### src/rtl/sc_resolve_unit.sv
// Store-conditional resolver: samples the forwarded link bit, issues the SC store, and reports the result.
// Optional feature macro: LLSC_ADDR_CHECK_EN also requires the SC word address to match the last LL address.
module sc_resolve_unit #(
  parameter int ADDR_W   = 32,
  parameter int DATA_W   = 32,
  parameter int ADDR_LSB = 2
) (
  input  logic              clk,
  input  logic              rst,
  input  logic              flush,
  input  logic              sc_valid_i,
  input  logic [ADDR_W-1:0] sc_addr_i,
  input  logic [DATA_W-1:0] sc_data_i,
  input  logic              LLbit_i,
  input  logic              wb_LLbit_we_i,
  input  logic              wb_LLbit_i,
  input  logic              ll_commit_i,
  input  logic [ADDR_W-1:0] ll_addr_i,
  output logic              mem_req_o,
  output logic [ADDR_W-1:0] mem_addr_o,
  output logic [DATA_W-1:0] mem_data_o,
  input  logic              mem_ack_i,
  output logic              stallreq_o,
  output logic              sc_done_o,
  output logic [DATA_W-1:0] sc_result_o,
  output logic              LLbit_we_o,
  output logic              LLbit_o
);

  typedef enum logic [1:0] {IDLE, STORE, DONE} state_t;

  typedef struct packed {
    logic [ADDR_W-1:0] addr;
    logic [DATA_W-1:0] data;
  } st_req_t;

  state_t            state;
  st_req_t           st_req;
  logic [DATA_W-1:0] result;
  logic              link;
  logic              pass;

  // A WB-stage LLbit write in the same cycle overrides the committed value.
  assign link = wb_LLbit_we_i ? wb_LLbit_i : LLbit_i;

`ifdef LLSC_ADDR_CHECK_EN
  logic [ADDR_W-1:0] link_addr;
  logic [ADDR_W-1:0] link_addr_eff;

  // Forward a retiring LL address so a same-cycle SC compares against it.
  assign link_addr_eff = ll_commit_i ? ll_addr_i : link_addr;
  assign pass = link & (sc_addr_i[ADDR_W-1:ADDR_LSB] == link_addr_eff[ADDR_W-1:ADDR_LSB]);

  always_ff @(posedge clk) begin
    if (rst)              link_addr <= '0;
    else if (ll_commit_i) link_addr <= ll_addr_i;
  end
`else
  logic unused_ll;
  assign unused_ll = ^{ll_commit_i, ll_addr_i[ADDR_W-1:ADDR_LSB], ll_addr_i[ADDR_LSB-1:0]};
  assign pass      = link;
`endif

  always_ff @(posedge clk) begin
    if (rst) begin
      state  <= IDLE;
      st_req <= '0;
      result <= '0;
    end else if (flush) begin
      // A flushed SC leaves no result and no link write; the link register clears itself.
      state <= IDLE;
    end else begin
      case (state)
        IDLE: begin
          if (sc_valid_i) begin
            if (pass) begin
              state       <= STORE;
              st_req.addr <= sc_addr_i;
              st_req.data <= sc_data_i;
            end else begin
              state  <= DONE;
              result <= '0;
            end
          end
        end
        STORE: begin
          if (mem_ack_i) begin
            state  <= DONE;
            result <= DATA_W'(1);
          end
        end
        DONE:    state <= IDLE;
        default: state <= IDLE;
      endcase
    end
  end

  // Outputs decode straight from the state register; only the IDLE stall follows sc_valid_i.
  assign mem_req_o   = (state == STORE);
  assign mem_addr_o  = st_req.addr;
  assign mem_data_o  = st_req.data;
  assign stallreq_o  = (state == STORE) | ((state == IDLE) & sc_valid_i);
  assign sc_done_o   = (state == DONE);
  assign sc_result_o = result;
  assign LLbit_we_o  = (state == DONE);
  assign LLbit_o     = 1'b0;

endmodule

### config.mk
export PLATFORM = sky130hd
export DESIGN_NAME = sc_resolve_unit
export DESIGN_NICKNAME = d
export VERILOG_FILES = /design/src/rtl/sc_resolve_unit.sv
export SDC_FILE = /design/constraint.sdc
export NUM_CORES = 1
export LEC_CHECK = 0
export ABC_AREA = 1
export CORE_MARGIN = 8
export CORE_UTILIZATION = 35
export DETAILED_ROUTE_END_ITERATION = 12
export HOLD_SLACK_MARGIN = 0.03
export PLACE_DENSITY_LB_ADDON = 0.15
export SYNTH_ARGS = -nofsm -noshare
export SYNTH_HDL_FRONTEND = slang
export SYNTH_SLANG_ARGS = --single-unit
### constraint.sdc
create_clock -name clk -period 2.4 [get_ports clk]
set_clock_uncertainty 0.1 [all_clocks]
set_input_delay 0.24 -clock clk [delete_from_list [all_inputs] [get_ports clk]]
set_output_delay 0.24 -clock clk [all_outputs]
set_load 0.02 [all_outputs]
==> flow_summary_export.csv <==
group,metric,value,unit
finish,design_area,4630,µm²
placement,placed_cell_area,4420,µm²
critical_path,cp_max_fo,4,
sta,setup_viol,0,
critical_path,setup.worst_path.end_class,"output pin",
critical_path,r2r_cells,5,
clock_tree,ctsHoldBuffers,0,
finish,fill_cells,860,
floorplanning,start_util,0.357,
clock_tree,cts_made_buffers,9,
global_route,grt_max_degree,53,
yosys,yosysSeqAreaShare,0.437,
placement,post-place-ws,0.409,ns
sta,slew_viol_final,0,
finish,diodes,0,
critical_path,r2r_setup_slack,0.88,ns
critical_path,arrival,1.57,ns
critical_path,rr_startpoint,"state[1]$_SDFFE_PP0P_",
finish,final_common_cell,"clkdlybuf4s50_1",
critical_path,r2r_end,"mem_addr_o[8]$_SDFFE_PP0P_",
sta,layout_setup_ws,0.490,ns
yosys,netlist_instances,475,
clock_tree,cts_setup_buffers,0,
route,vias,2864,
route,vias_per_cell,3.97,
clock_tree,clockBufferDepth,2,
clock_tree,root_buffer,"clkbuf_8",
yosys,avgSynthCellArea,6.46,µm²
global_route,grt_overflow,0,
route,wire_per_inst,11.3,µm
status,status,"finished clean",
job,max-cap-violations,0,
critical_path,worstPathRequired,2.06,ns
route,first_pass_iters,4,
global_route,grt_pass1_wl,12700,µm
pwr,ir_drop,0.324,mV
yosys,yosys_warnings,0,
global_route,antenna_found_initial,0,
min_path,whs_path_depth,3,
floorplanning,coreArea,8590,µm²
critical_path,crit_path_start,"state[0]$_SDFFE_PP0P_",
critical_path,crit_path_start_kind,"flip-flop",
pwr,power_density,599,nW/µm²
clock_tree,clk_pin_slew_worst_paths,0.08,ns
sta,rsz0062_at_grt,"no",
floorplanning,die_area,12000,µm²
placement,io_buffers,140,
global_route,track_usage,0.134,
finish,fin_cells,721,
sta,period_needed,1.91,ns
route,drt-initial-drc-count,107,
floorplanning,die_x,110,µm
clock_tree,cts-resized-gates,0,
route,ant_nets,0,
finish,drive_above_1_share,0.0359,
sta,max_freq,524,MHz
yosys,syn-cell-area,3070,µm²
placement,dp.cells,705,
critical_path,criticalPathCategory,"flip-flop to output pin",
yosys,ys_types,15,
finish,multi_input_area,1200,µm²
floorplanning,row_count,34,
finish,synthToLayoutAreaGrowth,51.0,%
sta,setup_tns,0,ns
clock_tree,htreeDepth,3,
global_route,grt_pass1_vias,2723,
floorplanning,die_h,110,µm
sta,final-hold-violation-count,0,
min_path,hp-class,"input port to flip-flop",
placement,gp_congestion,0.710,
pwr,leakage,2.33,nW
route,drc,0,
finish,nNetsFinal,713,
min_path,hold_start,"sc_data_i[17]",
clock_tree,cts_tree,"built",
sta,fin_crit_sh,0.796,
yosys,synth-seq-cells,67,
finish,final_cell_mix,"140 x clkdlybuf4s50_1, 137 x nor2_1, 136 x nand2_1",
floorplanning,pin_count,206,
finish,utilization,0.539,
clock_tree,clock_latency,0.33,ns
finish,regArea,1340,µm²
min_path,worstHoldEndpoint,"mem_data_o[17]$_SDFFE_PP0P_",
route,wl,8160,µm
placement,dp_hpwl,6120,µm
clock_tree,cts.sinks,67,
[where the power goes]
part	switching [mW]	internal (mW)
clock	0.427	0.583
sequential	0.0297	1.17
combinational	0.294	0.269
total	0.751	2.03
[registers in the layout, summed over array words and instances, names as in the netlist]
signal,flops
state,2
sc_result_o,1
mem_addr_o,32
mem_data_o,32
[metrics by stage]
| stage | hold WS (ns) | power, mW |
|---|---|---|
| after floorplan | 0.212 | 1.56 |
| after global placement | 0.366 | 1.78 |
| after detailed placement | 0.383 | 1.79 |
| after CTS | 0.352 | 2.83 |
| after global routing | 0.361 | 2.93 |
| final | 0.380 | 2.78 |
[how the worst max path moves through the flow]
stage / endpoint / slack (ns) / depth (start not counted)
after floorplan: sc_done_o / 1.13 / 3
after global placement: mem_data_o[31]$_SDFFE_PP0P_ / 0.44 / 7
after detailed placement: mem_addr_o[26]$_SDFFE_PP0P_ / 0.41 / 8
after CTS: stallreq_o / 0.46 / 3
after global routing: LLbit_we_o / 0.41 / 3
final: stallreq_o / 0.49 / 3
[critical path, cell delays in order (launching register included)]
cell             delay (ns)
dfxtp_1                0.39
inv_1                  0.09
a21oi_1                0.13
clkdlybuf4s50_1        0.63
[logic make-up after synthesis]
logic type	after synthesis	share of synthesized area
AOI/OAI and AO/OA	4	0.00693
other	1	0.00122
and+or+nand+nor	277	0.341
buffers and inverters	126	0.214
DFF	67	0.437
[layer usage]
metal | up-vias | share of wire | global-route usage
met3 | 12 | 0.13 | 0.0709
li1 | 1545 | - | -
met2 | 112 | 0.44 | 0.210
met5 | - | 0 | 0
met1 | 1195 | 0.41 | 0.147
met4 | 0 | 0.018 | 0.0646
[layout make-up]
class	count	share of cell area
inverter	72	0.0583
clock buffer	11	0.0284
sequential	67	0.290
timing repair buffer	145	0.319
tap	108	0.0292
multi-input combinational	313	0.259
clock inverter	5	0.0167
[synth_stat cells (all sizes together)]
library cell	n	area (µm²)
inv	72	270
clkbuf	5	18.8
nor2	137	514
nand2	136	510
o21ai	1	5.00
nand3	3	15.0
buf	49	367
a21oi	2	10.0
conb	1	3.75
dfxtp	67	1340
or2	1	6.26
a31oi	1	6.26
Power figures use the tool's default switching activity.
